$ cat src/rtl/ni_rx_reassembly_sink.sv
// NI flit-link receiver: address check, FWFT payload FIFO, registered back-pressure and statistics.
// Optional random stalling via an LFSR is enabled by defining NI_RX_RANDOM_STALL_EN.
`ifndef HDR_SZ
`define HDR_SZ 4
`endif
`ifndef PL_SZ
`define PL_SZ 8
`endif
`ifndef ADDR_SZ
`define ADDR_SZ 4
`endif

module ni_rx_reassembly_sink #(
    parameter int ID          = 0,
    parameter int DEPTH       = 4,
    parameter int HOSPITALITY = 255
) (
    input  logic                                clk,
    input  logic                                reset,
    input  logic [`HDR_SZ+`PL_SZ+`ADDR_SZ-1:0]  data,
    input  logic                                req,
    output logic                                busy,
    output logic [`PL_SZ-1:0]                   pl_out,
    output logic [`HDR_SZ-1:0]                  src_out,
    output logic                                pl_valid,
    input  logic                                pl_ready,
    output logic [15:0]                         rx_count,
    output logic                                misroute,
    output logic [7:0]                          drop_count
);
    localparam int AW = $clog2(DEPTH);
    localparam int FW = `HDR_SZ + `PL_SZ + `ADDR_SZ;
    localparam int EW = `HDR_SZ + `PL_SZ;
    localparam logic [AW:0]         FULL       = DEPTH[AW:0];
    localparam logic [`ADDR_SZ-1:0] ID_ADDR    = ID[`ADDR_SZ-1:0];
    localparam bit                  CHECK_ADDR = (ID != -1);

    logic [EW-1:0] mem_r [DEPTH];
    logic [AW-1:0] wr_ptr_r;
    logic [AW-1:0] rd_ptr_r;
    logic [AW:0]   count_r;
    logic [AW:0]   count_next_s;
    logic          busy_r;
    logic          busy_next_s;
    logic [15:0]   rx_count_r;
    logic          misroute_r;
    logic [7:0]    drop_count_r;
    logic          accept_s;
    logic          addr_ok_s;
    logic          push_s;
    logic          drop_s;
    logic          pop_s;

    assign accept_s  = req && !busy_r;
    assign addr_ok_s = !CHECK_ADDR || (data[`ADDR_SZ-1:0] == ID_ADDR);
    assign push_s    = accept_s && addr_ok_s;
    assign drop_s    = accept_s && !addr_ok_s;
    assign pop_s     = (count_r != '0) && pl_ready;

    // Post-edge occupancy, used both for the count register and the busy decision
    always_comb begin
        count_next_s = count_r;
        case ({push_s, pop_s})
            2'b10:   count_next_s = count_r + 1'b1;
            2'b01:   count_next_s = count_r - 1'b1;
            default: count_next_s = count_r;
        endcase
    end

`ifdef NI_RX_RANDOM_STALL_EN
    localparam logic [7:0] HOSP8 = HOSPITALITY[7:0];
    localparam logic [7:0] SEED  = (ID == -1) ? 8'hA5 : (8'hA5 ^ ID[7:0]);
    logic [7:0] lfsr_r;
    logic [7:0] lfsr_next_s;

    assign lfsr_next_s = {lfsr_r[6:0], lfsr_r[7] ^ lfsr_r[5] ^ lfsr_r[4] ^ lfsr_r[3]};
    assign busy_next_s = (count_next_s == FULL) || (lfsr_next_s > HOSP8);

    // Free-running stall generator
    always_ff @(posedge clk or posedge reset) begin
        if (reset) begin
            lfsr_r <= SEED;
        end else begin
            lfsr_r <= lfsr_next_s;
        end
    end
`else
    assign busy_next_s = (count_next_s == FULL);
`endif

    // FIFO storage, pointers, occupancy, back-pressure and statistics
    always_ff @(posedge clk or posedge reset) begin
        if (reset) begin
            for (int i = 0; i < DEPTH; i++) begin
                mem_r[i] <= '0;
            end
            wr_ptr_r     <= '0;
            rd_ptr_r     <= '0;
            count_r      <= '0;
            busy_r       <= 1'b0;
            rx_count_r   <= 16'd0;
            misroute_r   <= 1'b0;
            drop_count_r <= 8'd0;
        end else begin
            if (push_s) begin
                mem_r[wr_ptr_r] <= data[FW-1:`ADDR_SZ];
                wr_ptr_r        <= wr_ptr_r + 1'b1;
                rx_count_r      <= rx_count_r + 16'd1;
            end
            if (pop_s) begin
                rd_ptr_r <= rd_ptr_r + 1'b1;
            end
            if (drop_s) begin
                misroute_r <= 1'b1;
                if (drop_count_r != 8'hFF) begin
                    drop_count_r <= drop_count_r + 8'd1;
                end
            end
            count_r <= count_next_s;
            busy_r  <= busy_next_s;
        end
    end

    assign busy       = busy_r;
    assign pl_valid   = (count_r != '0);
    assign pl_out     = mem_r[rd_ptr_r][`PL_SZ-1:0];
    assign src_out    = mem_r[rd_ptr_r][EW-1:`PL_SZ];
    assign rx_count   = rx_count_r;
    assign misroute   = misroute_r;
    assign drop_count = drop_count_r;
endmodule

$ cat config.mk
export PLATFORM = sky130hd
export DESIGN_NAME = ni_rx_reassembly_sink
export DESIGN_NICKNAME = d
export VERILOG_FILES = /design/src/rtl/ni_rx_reassembly_sink.sv
export SDC_FILE = /design/constraint.sdc
export NUM_CORES = 1
export LEC_CHECK = 0
export CORE_MARGIN = 1
export CORE_UTILIZATION = 54
export CTS_BUF_LIST = sky130_fd_sc_hd__clkbuf_16
export DETAILED_ROUTE_END_ITERATION = 10
export GPL_TIMING_DRIVEN = 0
export PLACE_DENSITY = 0.83
export SYNTH_ARGS = -nofsm -noshare
export SYNTH_HDL_FRONTEND = slang
export SYNTH_SLANG_ARGS = --single-unit
$ cat constraint.sdc
create_clock -name clk -period 3 [get_ports clk]
set_input_delay 0.6 -clock clk [delete_from_list [all_inputs] [get_ports clk]]
set_output_delay 0.6 -clock clk [all_outputs]
set_load 0.1 [all_outputs]
* Word-level counts from Yosys, hierarchy flattened
Index checks and enable logic that the tools add are counted.
** Word-level totals
- Register bits after elaboration :: 81
- Logic and storage cells :: 43
** Cells by class
- Add/subtract/negate cells :: 6
- Bitwise operators :: 2
- Reduce and logical (&&, ||, !) cells :: 10
- $lt $le $gt $ge :: 3
- Muxes and demuxes :: 7
- Eq/ne operators :: 4
** Operators with widths (number)
- bitwise mux 48 bit :: 1
- two-way mux 12 bit :: 3
- binary-select mux 12 bit (select 2 bit) :: 1
- demux 12 bit (select 2 bit) :: 1
- adder 16 x 1 -> 16 bit, second input constant :: 1
- adder 8 x 1 -> 8 bit, second input constant :: 1
- != test 8 bit, second input constant :: 1
- >= comparator 3 bit, second input constant :: 2
- NOT 2 -> 3 bit :: 2
- one-hot mux 3 bit (2 select lines) :: 1
- logical AND 1 bit :: 5
- adder 2 x 1 -> 2 bit, second input constant :: 2
- zero test 4 bit :: 1
- adder 3 x 1 -> 3 bit, second input constant :: 1
- equality test 3 bit, second input constant :: 1
- less-than comparator 3 x 1 -> 1 bit, second input constant :: 1
- nonzero test 3 bit :: 1
- subtractor 3 x 1 -> 3 bit, second input constant :: 1
- equality test 2 x 1 -> 1 bit, second input constant :: 1
- equality test 2 bit, second input constant :: 1
- zero test 1 bit :: 2
- AND reduction 2 bit :: 1

* Logic depth before layout (Yosys ltp)
- Word-level depth :: 6
- Gate-level depth with buffers :: 11

* Worst setup path before layout
OpenSTA, ideal clock, no wires.
- Path type :: flip-flop to flip-flop
- Start :: register busy_r (netlist: busy)
- End :: register busy_r (netlist: busy)
- Data arrival time :: 2.628 ns
- Clock period less this slack :: 2.716 ns
- Library setup time :: 0.088 ns
- Required time :: 2.912 ns
- Path slack :: 0.284 ns
- Buffers on the path :: 1
- Cell stages (with the launch flop) :: 12
- Cell sequence :: dfrtp_1 nor2b_1 and2_1 buf_6 inv_1 ha_1 inv_1 fa_1 xor2_1 nor2_1 xor2_1 nor3b_1
** On the way
- Word-level cells in the longest chain between the ends :: 6
- Elaborated cells between the ends (all ways) :: 7
- Those cells by class :: eq/ne: 3; mux: 1; reduce/logical: 3
** Ends and longest elaborated chain
- start, declared :: line 43 : logic busy_r;
- start signal, assigned :: line 120 : busy_r <= busy_next_s;
- zero test 1 bit * :: line 54 : assign accept_s = req && !busy_r;
- logical AND 1 bit * :: line 54
- logical AND 1 bit * :: line 56 : assign push_s = accept_s && addr_ok_s;
- equality test 2 x 1 -> 1 bit / equality test 2 bit (equally long branches) :: line 63 : case ({push_s, pop_s})
- one-hot mux 3 bit (2 select lines) * :: line 63
- via count_next_s[2] :: line 42 : logic [AW:0] count_next_s;
- equality test 3 bit * :: line 88 : assign busy_next_s = (count_next_s == FULL);
- via busy_next_s :: line 44 : logic busy_next_s;
The timed path passes the listed nets; every way through them passes the cells marked *.
A chain may end at the register's enable or synchronous reset.

* Final worst setup path
- Start :: register rd_ptr_r[1]
- End :: output port pl_out[5]
** On the way
- Word-level cells in the longest chain between the ends :: 4
** Ends and longest elaborated chain
- start, declared :: line 40 : logic [AW-1:0] rd_ptr_r;
- start signal, assigned :: line 111 : rd_ptr_r <= rd_ptr_r + 1'b1;
- NOT 2 -> 3 bit (implied by the code) :: line 126 : assign pl_out = mem_r[rd_ptr_r][`PL_SZ-1:0];
- binary-select mux 12 bit (select 2 bit) :: line 126
- two-way mux 12 bit (2 in series)
- end, declared :: line 23 : output logic [`PL_SZ-1:0] pl_out,
No other way between the ends. The select of a mux whose other input is x is not followed.

==> impl_metrics.ini <==
[timing]
layout_min_cycle_time_ns = 2.87
final-setup-viol-count = 0
slew_violations = 0
finalHoldViolations = 0
relSlewSlack_pct = 33.0
max_freq_ghz = 0.348
worstMarginPinSlew_ns = 1.00
period_share_pct = 95.7
fin_skew_ns = 0.00405
rsz0062_at_grt = false

[routing]
via_per_inst = 5.28
dr.pass1.iters = 4
drc_errors = 0
finalWirelength_um = 7310
dr_total_vias = 2263
ant_nets = 0
drt_iter0_drc = 71
wire_per_inst_um = 17.0

[critical_path]
start_kind = register
critPathLaunch = rd_ptr_r[1]$_DFFE_PP0P_
reg2reg_depth = 11
arrival_ns = 2.27
max_stage_delay_ns = 0.56
reg2reg_from = busy$_DFF_PP0_
crit_chain = clkbuf_2 -> mux4_2 -> clkdlybuf4s15_2
worstPathMaxFanout = 10
endpoint = pl_out[5]
critical-path-top-delay-family = buffers and inverters
r2r_slack_ns = 0.76
required_ns = 2.40
worstSetupPathType = register to output port
cp-end-kind = output port
cp_slowest_cell = mux4_2
cp_num_cells = 3
r2r-end = busy$_DFF_PP0_
worst-path-buf-inv = 2

[grt]
antenna_found_initial = 0
grt_max_degree = 73
track_usage_pct = 21.5
grt_pass1_wl_um = 12000
grt_overflow_total = 0
grt_pass1_vias = 2375

[synth]
netlist_area_um2 = 3850
ys_seq_area_share_pct = 52.6
synthArstFlopShare_pct = 100
synth_edf_count = 0
synthFlopType = dfrtp_1
syn_nets = 288
ys_ff_latch = 81
netlist_instances = 260
syn_area_per_cell_um2 = 14.8
synth.distinct_cells = 35
yosysWarnings = 0

[place]
place_congestion = 0.745
dp_hpwl_um = 4830
io_buffer_count = 58
placed_cells = 415

[clock_network]
h-tree-depth = 3
ctsLongestPathBuffers = 2
numCtsBuffers = 9
clockRootBuffer = clkbuf_16
clk_latency_ns = 0.33
cts.clk_slew.worst_paths_ns = 0.05
holdBufCountCts = 0
tritoncts = yes
cts_sinks = 81

[cells_and_area]
layout_commonest_cell = dfrtp_1
final_cells = 429
final_cell_mix = dfrtp_1 (81), clkdlybuf4s50_1 (46), mux2_4 (40), nand2_1 (13), xor2_1 (13)
multi_input_area_um2 = 1720
fillers = 464
drive_gt1_share_pct = 31.2
final-seq-area_um2 = 2030
area_growth_pct = 25.8
final_core_util_pct = 71.0
final_nets = 358
diodes = 0

[floorplanning]
row_count = 30
start_util_pct = 56.4
die_x_um = 86.5
dieArea_um2 = 7480
fp.dieH_um = 86.5
core_area_um2 = 6830
top_level_ports = 59

[min_path]
hold_path.class = register to register

[power]
power.density_nw_per_um2 = 1090
vdd_ir_drop_max_mv = 0.674
leakagePower_nw = 2.36

[run_status]
status = finished, final reports clean

[run]
maxCapViolations = 0
==> sequential cells by signal (all words and copies together), names as in the netlist <==
signal,count
mem_r,48
rx_count,16
drop_count,8
count_r,3
rd_ptr_r,2
wr_ptr_r,2
busy,1
misroute,1
==> cells by family (layout without fill, tap and decap cells) <==
kind of cell               after synthesis  after routing  synth area share, %
adders and majority gates                8              8                 2.79
DFF                                     81             81                 52.6
AOI/OAI and AO/OA                        5              5                0.877
and+or+nand+nor                         57             57                 8.80
xor gates and xnor gates                25             25                 5.68
muxes                                   65             65                 26.4
buffers and inverters                   19             92                 2.86
==> worst reg2reg max path, stage by stage, from the launching register on <==
cell,delay (ns)
dfrtp_1,0.40
nor2b_1,0.08
and2_1,0.14
buf_6,0.15
inv_1,0.11
ha_1,0.20
inv_1,0.06
fa_1,0.37
xor2_1,0.15
nor2_1,0.11
xor2_1,0.19
nor3b_1,0.20
==> where the power goes <==
part	leakage, nW	internal [mW]	switching, mW
Clock	0.136	0.627	0.404
Combinational	1.17	0.850	1.73
Sequential	1.06	1.43	0.255
Total	2.36	2.90	2.39
==> Yosys cell counts (2+ instances only) <==
library cell,number,area share [%]
nor3_1,3,0.39
buf_6,5,1.5
a311oi_1,2,0.45
ha_1,7,2.3
xnor2_1,12,2.7
clkbuf_1,2,0.19
mux4_2,12,7.0
xor2_1,13,3.0
o21ai_0,2,0.26
and4_1,2,0.45
mux2_2,12,3.5
nand2_4,4,1.2
dfrtp_1,81,53
nand4_1,4,0.65
inv_1,10,0.97
mux2_4,40,16
nand2_1,13,1.3
nand3_1,7,0.91
nand2b_1,4,0.65
nor2_1,9,0.88
and2_1,2,0.32
==> through the flow <==
stage	hold slack, ns	area [µm²]	total power, mW	worst slack [ns]	TNS (ns)
2_1_floorplan	0.446	3850	3.75	0.284	0
5_1_grt	0.489	4850	5.52	0.0109	0
4_1_cts	0.471	4870	5.34	0.0219	0
3_5_place_dp	0.457	4580	4.31	-0.398	-3.38
6_report	0.469	4850	5.29	0.130	0
3_3_place_gp	0.450	4550	4.25	-0.889	-74.76
==> per-layer routing <==
layer  vias to the layer above  wire (µm)  GRT usage, %  share of wire (%)
met5                         -          0             0                  0
met3                        12        193          5.52                2.6
li1                       1050          -             -                  -
met1                      1165       3400          29.2                 47
met4                         0        107          5.91                1.5
met2                        36       3600          34.7                 49
==> repair_timing <==
action,4_1_cts,5_1_grt
buffers inserted,0,0
setup endpoints to repair,12,5
gates resized for setup,31,10
cloned,0,0
hold endpoints to repair,0,0
==> worst min path at each step <==
stage                                     from  slack, ns  depth (start not counted)                   end
after floorplan           count_r[2]$_DFF_PP0_       0.45                          1  count_r[2]$_DFF_PP0_
after global placement    misroute$_DFFE_PP0P_       0.45                          1  misroute$_DFFE_PP0P_
after detailed placement  misroute$_DFFE_PP0P_       0.46                          1  misroute$_DFFE_PP0P_
after CTS                 misroute$_DFFE_PP0P_       0.47                          1  misroute$_DFFE_PP0P_
after global routing      count_r[2]$_DFF_PP0_       0.49                          1  count_r[2]$_DFF_PP0_
final                     misroute$_DFFE_PP0P_       0.47                          1  misroute$_DFFE_PP0P_
==> final cells by class <==
cell class / instances / share of cell area [%]
buffer: 9 / 1.60
clock buffer: 9 / 4.65
clock inverter: 5 / 1.03
inverter: 10 / 0.826
multi-input combinational: 160 / 35.4
sequential: 81 / 41.8
tap: 96 / 2.48
timing repair buffer: 59 / 12.2
Note: power is estimated with default switching activity, not from simulation.
